==> src/rtl/gcd_pkg.sv <==
// Shared types and constants for the GCD ratio reducer.
// Holds the default datapath width and the FSM state encoding.
package gcd_pkg;

    localparam int GCD_WIDTH = 32;

    typedef enum logic [1:0] {
        IDLE,
        DIV1,
        DIV2,
        DONE
    } state_t;

endpackage

==> src/rtl/seq_divider.sv <==
// Unsigned restoring divider, one quotient bit per cycle, MSB first.
// done pulses during the final iteration with the finished quotient/remainder.
module seq_divider #(
    parameter int WIDTH = 32
) (
    input  logic             clk,
    input  logic             rst_n,
    input  logic             start,
    input  logic [WIDTH-1:0] dividend,
    input  logic [WIDTH-1:0] divisor,
    output logic             busy,
    output logic             done,
    output logic [WIDTH-1:0] quotient,
    output logic [WIDTH-1:0] remainder
);

    localparam int CW = $clog2(WIDTH + 1);

    logic [WIDTH-1:0] rem;
    logic [WIDTH-1:0] quo;
    logic [WIDTH-1:0] dvs;
    logic [CW-1:0]    cnt;

    logic [WIDTH:0]   shifted;
    logic [WIDTH:0]   diff;
    logic             ge;
    logic [WIDTH-1:0] rem_n;
    logic [WIDTH-1:0] quo_n;

    // One restoring step: shift in next dividend bit, subtract when it fits
    always_comb begin
        shifted = {rem, quo[WIDTH-1]};
        diff    = shifted - {1'b0, dvs};
        ge      = ~diff[WIDTH];
        rem_n   = ge ? diff[WIDTH-1:0] : shifted[WIDTH-1:0];
        quo_n   = {quo[WIDTH-2:0], ge};
    end

    // Last step is in flight when one iteration remains
    always_comb begin
        done      = busy && (cnt == CW'(1));
        quotient  = quo_n;
        remainder = rem_n;
    end

    // Load operands on start, then iterate until the count runs out
    always_ff @(posedge clk or negedge rst_n) begin
        if (!rst_n) begin
            rem  <= '0;
            quo  <= '0;
            dvs  <= '0;
            cnt  <= '0;
            busy <= 1'b0;
        end else if (start) begin
            rem  <= '0;
            quo  <= dividend;
            dvs  <= divisor;
            cnt  <= CW'(WIDTH);
            busy <= 1'b1;
        end else if (busy) begin
            rem  <= rem_n;
            quo  <= quo_n;
            cnt  <= cnt - CW'(1);
            busy <= (cnt != CW'(1));
        end
    end

endmodule

==> src/rtl/gcd_ratio_reducer.sv <==
// Divides an operand pair by its GCD using one shared sequential divider.
// Reports floor quotients and flags a zero or non-dividing GCD.
module gcd_ratio_reducer
    import gcd_pkg::*;
#(
    parameter int WIDTH = GCD_WIDTH
) (
    input  logic             clk,
    input  logic             rst_n,
    input  logic             in_valid,
    output logic             in_ready,
    input  logic [WIDTH-1:0] num1,
    input  logic [WIDTH-1:0] num2,
    input  logic [WIDTH-1:0] gcd,
    output logic             out_valid,
    input  logic             out_ready,
    output logic [WIDTH-1:0] red1,
    output logic [WIDTH-1:0] red2,
    output logic             div_err
);

    state_t state;
    state_t state_n;

    logic [WIDTH-1:0] op2;
    logic [WIDTH-1:0] gcd_q;

    logic             div_start;
    logic [WIDTH-1:0] div_dividend;
    logic [WIDTH-1:0] div_divisor;
    logic             div_busy;
    logic             div_done;
    logic [WIDTH-1:0] div_quo;
    logic [WIDTH-1:0] div_rem;

    logic             accept;

    seq_divider #(
        .WIDTH(WIDTH)
    ) u_div (
        .clk      (clk),
        .rst_n    (rst_n),
        .start    (div_start),
        .dividend (div_dividend),
        .divisor  (div_divisor),
        .busy     (div_busy),
        .done     (div_done),
        .quotient (div_quo),
        .remainder(div_rem)
    );

    // State register
    always_ff @(posedge clk or negedge rst_n) begin
        if (!rst_n) state <= IDLE;
        else        state <= state_n;
    end

    // Next-state logic; DIV2 spends one handoff cycle starting the divider
    always_comb begin
        state_n = state;
        unique case (state)
            IDLE: if (in_valid) state_n = (gcd == '0) ? DONE : DIV1;
            DIV1: if (div_done) state_n = DIV2;
            DIV2: if (div_done) state_n = DONE;
            DONE: if (out_ready) state_n = IDLE;
            default: state_n = IDLE;
        endcase
    end

    // Handshake and divider control; first division uses the live inputs
    always_comb begin
        in_ready     = (state == IDLE);
        out_valid    = (state == DONE);
        accept       = in_ready && in_valid;
        div_start    = (accept && (gcd != '0))
                    || ((state == DIV2) && !div_busy);
        div_dividend = (state == IDLE) ? num1 : op2;
        div_divisor  = (state == IDLE) ? gcd : gcd_q;
    end

    // Operand latch and result capture
    always_ff @(posedge clk or negedge rst_n) begin
        if (!rst_n) begin
            op2     <= '0;
            gcd_q   <= '0;
            red1    <= '0;
            red2    <= '0;
            div_err <= 1'b0;
        end else if (accept) begin
            op2     <= num2;
            gcd_q   <= gcd;
            red1    <= '0;
            red2    <= '0;
            div_err <= (gcd == '0);
        end else if (div_done && (state == DIV1)) begin
            red1    <= div_quo;
            div_err <= div_err | (div_rem != '0);
        end else if (div_done && (state == DIV2)) begin
            red2    <= div_quo;
            div_err <= div_err | (div_rem != '0);
        end
    end

endmodule

==> config.mk <==
export PLATFORM = sky130hd
export DESIGN_NAME = gcd_ratio_reducer
export DESIGN_NICKNAME = d
export VERILOG_FILES = /design/src/rtl/gcd_pkg.sv /design/src/rtl/seq_divider.sv /design/src/rtl/gcd_ratio_reducer.sv
export SDC_FILE = /design/constraint.sdc
export NUM_CORES = 1
export LEC_CHECK = 0
export ABC_CLOCK_PERIOD_IN_PS = 7500
export CORE_ASPECT_RATIO = 0.75
export CORE_UTILIZATION = 54
export CTS_BUF_LIST = sky130_fd_sc_hd__clkbuf_8
export CTS_CLUSTER_DIAMETER = 120
export DETAILED_ROUTE_END_ITERATION = 16
export GPL_ROUTABILITY_DRIVEN = 0
export GPL_TIMING_DRIVEN = 0
export PLACE_DENSITY = 0.82
export SLEW_MARGIN = 20
export SYNTH_ARGS = -nofsm -noshare
export SYNTH_HDL_FRONTEND = slang
export SYNTH_HIERARCHICAL = 1
export SYNTH_SLANG_ARGS = --single-unit
==> constraint.sdc <==
create_clock -name clk -period 7.5 [get_ports clk]
set_input_delay 2.25 -clock clk [delete_from_list [all_inputs] [get_ports clk]]
set_output_delay 2.25 -clock clk [all_outputs]
set_load 0.05 [all_outputs]
==> results_dict.tcl <==
set metrics [dict create \
    hold_ws_ns 0.504 \
    synth_top_family_by_area "multiplexers" \
    p_seq_share_pct 25.7 \
    p_leak_nw 7.19 \
    async_reset_ff_share_pct 100 \
    detail_route.first_pass.iterations 6 \
    clock_latency_ns 0.54 \
    drc 0 \
    vias_per_cell 5.88 \
    switching_power_mw 3.76 \
    netlist_top_cells_count "234 x dfrtp_1, 234 x nand2_1, 109 x mux2_2" \
    rows 49 \
    cts_resized 0 \
    clk_pin_slew_ns 0.06 \
    clockBufferDepth 3 \
    synth-seq-cells 234 \
    critical_path_arrival_ns 5.31 \
    ant_nets 0 \
    synthFlopType "dfrtp_1" \
    synth_area_leaders "dfrtp_1 44%, mux2_2 9.2%, nand2_1 6.6%, ha_1 3.7%, a21oi_1 3.6%" \
    fin_nets 1714 \
    wl_per_cell_um 19.0 \
    hold_viol 0 \
    finalSetupViolCount 0 \
    fin_util_pct 67.0 \
    fill_cells 1869 \
    clock_skew_ns 0.0281 \
    status "completed" \
    grt_max_degree 96 \
    path_buf_inv 3 \
    yosys_warnings 6 \
    clock-sinks 234 \
    worst_ep_required_time_ns 7.88 \
    grt_pass1_wl_mm 57.9 \
    power.total_mw 8.28 \
    synth_cell_type_count 68 \
    synth_top_cell_area_share_pct 43.9 \
    area_growth_pct 21.0 \
    pwr-share-clk_pct 12.2 \
    max-vdd-ir-drop_mv 0.258 \
    intPower_mw 4.52 \
    crit_family "buffers and inverters" \
    ys_seq_area_share_pct 43.9 \
    yosys.area_share.adder_pct 3.81 \
    synth_mux_area_share_pct 16.0 \
    worstSetupPathType "in -> reg" \
    grt_use_total_pct 28.8 \
    drive_gt1_share_pct 17.6 \
    antenna_found_initial 0 \
    place.detailed.hpwl_mm 26.9 \
    avgSynthCellArea_um2 9.77 \
    hold_path_class "reg -> reg" \
    synth_compound_area_share_pct 15.0 \
    antennaDiodeCount 0 \
    crit_path_frequent_cell "o21ai_0" \
    drt_wl_total_mm 36.6 \
    synth_edf_count 0 \
    tightest_slew_ns 0.856 \
    numPortBuffers 166 \
    cts_tree "built" \
    gr-total-overflow 0 \
    cpPeakStageDelay_ns 0.66 \
    fin_crit_sh_pct 65.7 \
    path_cells "clkdlybuf4s50_1, nor4_1, nand4_1, o21ai_0, o21ai_0, clkbuf_1, clkbuf_1, nand2_1, o21ai_0" \
    cts_buffers 38 \
    swShare_pct 45.4 \
    ctsHtreeMaxLevel 2 \
    max_freq_ghz 0.203 \
    max_slew_margin_pct 42.9 \
    cts_hold_buf 0 \
    synth_xor_area_share_pct 1.64 \
    io_pins 167 \
    yosysTopAreaCell "dfrtp_1" \
    start_util_pct 55.4 \
    rsz0062_at_grt "no" \
    start_kind "input pin" \
    synth_area_mm2 0.0133 \
    synth_cells 1366 \
    crit_path_top_delay_cell "nor4_1" \
    power_frac_comb_pct 62.1 \
    grt_pass1_vias 10900 \
    synth-simple-area-share_pct 12.9 \
    synthesis.nets 1506 \
    endpoint_kind "flip-flop" \
    finalCriticalPeriod_ns 4.93 \
    fp.dieW_um 183 \
    post_cts_buffers 0 \
    drv_cap 0 \
    die_area_mm2 0.0253 \
    drv_slew 0 \
    path_max_fanout 10 \
    root_buffer "clkbuf_8" \
    pwr_density_cell_mw_per_mm2 513 \
    core_area_mm2 0.0241 \
    drtIter0Drc 1054 \
    vias 11300 \
    die_y_um 138 \
]
==> final timing paths <==
| kind | slack, ns | depth (start not counted) | end | start |
|---|---|---|---|---|
| max | 2.57 | 9 | u_div/dvs[28]$_DFFE_PN0P_ | gcd[6] |
| min | 0.50 | 1 | gcd_q[23]$_DFFE_PN0P_ | gcd_q[23]$_DFFE_PN0P_ |
| max reg2reg | 2.83 | 17 | div_err$_DFFE_PN0P_ | u_div/quo[31]$_DFFE_PN0P_ |
| min reg2reg | 0.50 | 1 | gcd_q[23]$_DFFE_PN0P_ | gcd_q[23]$_DFFE_PN0P_ |
| max in group asynchronous | 4.68 | 3 | red2[5]$_DFFE_PN0P_ | rst_n |
| min in group asynchronous | 1.66 | 1 | u_div/dvs[26]$_DFFE_PN0P_ | rst_n |
==> area by class of cell <==
type / count / area, µm² / share of cell area (%)
multi-input combinational: 955 / 6570 / 40.7
sequential: 234 / 5860 / 36.3
timing repair buffer: 168 / 1720 / 10.7
buffer: 120 / 702 / 4.35
clock buffer: 43 / 592 / 3.67
tap: 331 / 414 / 2.57
inverter: 57 / 214 / 1.33
clock inverter: 16 / 72.6 / 0.450
==> metal layers <==
metal,routed length (µm),track usage (%),vias up
li1,-,-,5192
met1,16600,42.3,5471
met5,0,0,-
met2,15500,41.7,546
met3,3410,6.27,95
met4,1130,10.8,0
==> worst reg2reg max path: stages, from the launching register on <==
cell	delay (ns)
dfrtp_1	0.41
inv_1	0.07
ha_1	0.16
inv_1	0.06
fa_1	0.40
a21o_1	0.20
a221o_2	0.43
a211oi_4	0.34
o31ai_2	0.22
a31oi_4	0.25
nand3_1	0.26
clkbuf_1	0.38
nand3_1	0.22
nand2_1	0.07
nor4_1	0.53
nand4_1	0.25
o221ai_1	0.22
a21boi_1	0.10
==> logic make-up after synthesis <==
logic type / after synthesis
flip-flops: 234
buffers and inverters: 177
multiplexers: 184
XOR/XNOR: 25
AO/OA/AOI/OAI: 314
adder cells (fa/ha/maj): 40
AND/OR/NAND/NOR: 392
==> sequential cells by signal, summed over array words and instances, names as in the netlist <==
signal,flops
op2,32
u_div/rem,32
u_div/busy,1
state,2
div_err,1
red2,32
red1,32
u_div/cnt,6
gcd_q,32
u_div/quo,32
u_div/dvs,32
==> through the flow <==
step	setup WS, ns	cell area, µm²	TNS [ns]	std cells
after floorplan	3.64	13300	0	1366
after global placement	-5.83	15400	-1357.00	1863
after detailed placement	2.11	15500	0	1865
after CTS	2.67	16100	0	1924
after global routing	2.27	16100	0	1924
final	2.57	16100	0	1924
==> placed cells by master, fill, tap and decap left out, types with 16 or more instances in the layout <==
cell and instances:
ha_1 39, dfrtp_1 234, o21bai_1 18, nand3_1 16, clkbuf_1 41, mux2_2 109, nand2_1 234, clkbuf_8 43
a311oi_1 18, nor2_1 58, mux2i_1 38, mux2_4 28, nor4_1 24, buf_2 30, buf_4 37, clkdlybuf4s50_1 165
a21oi_1 95, a211oi_1 19, inv_1 69, o21ai_0 89
==> power by group through the flow <==
stage | registers [mW] | logic (mW) | clock network (mW)
after floorplan | 2.11 | 3.75 | 0
after global placement | 2.10 | 4.83 | 0
after detailed placement | 2.13 | 4.99 | 0
after CTS | 2.11 | 5.02 | 1.03
after global routing | 2.17 | 5.54 | 1.08
final | 2.12 | 5.14 | 1.01
(Power assumes the default switching activity.)
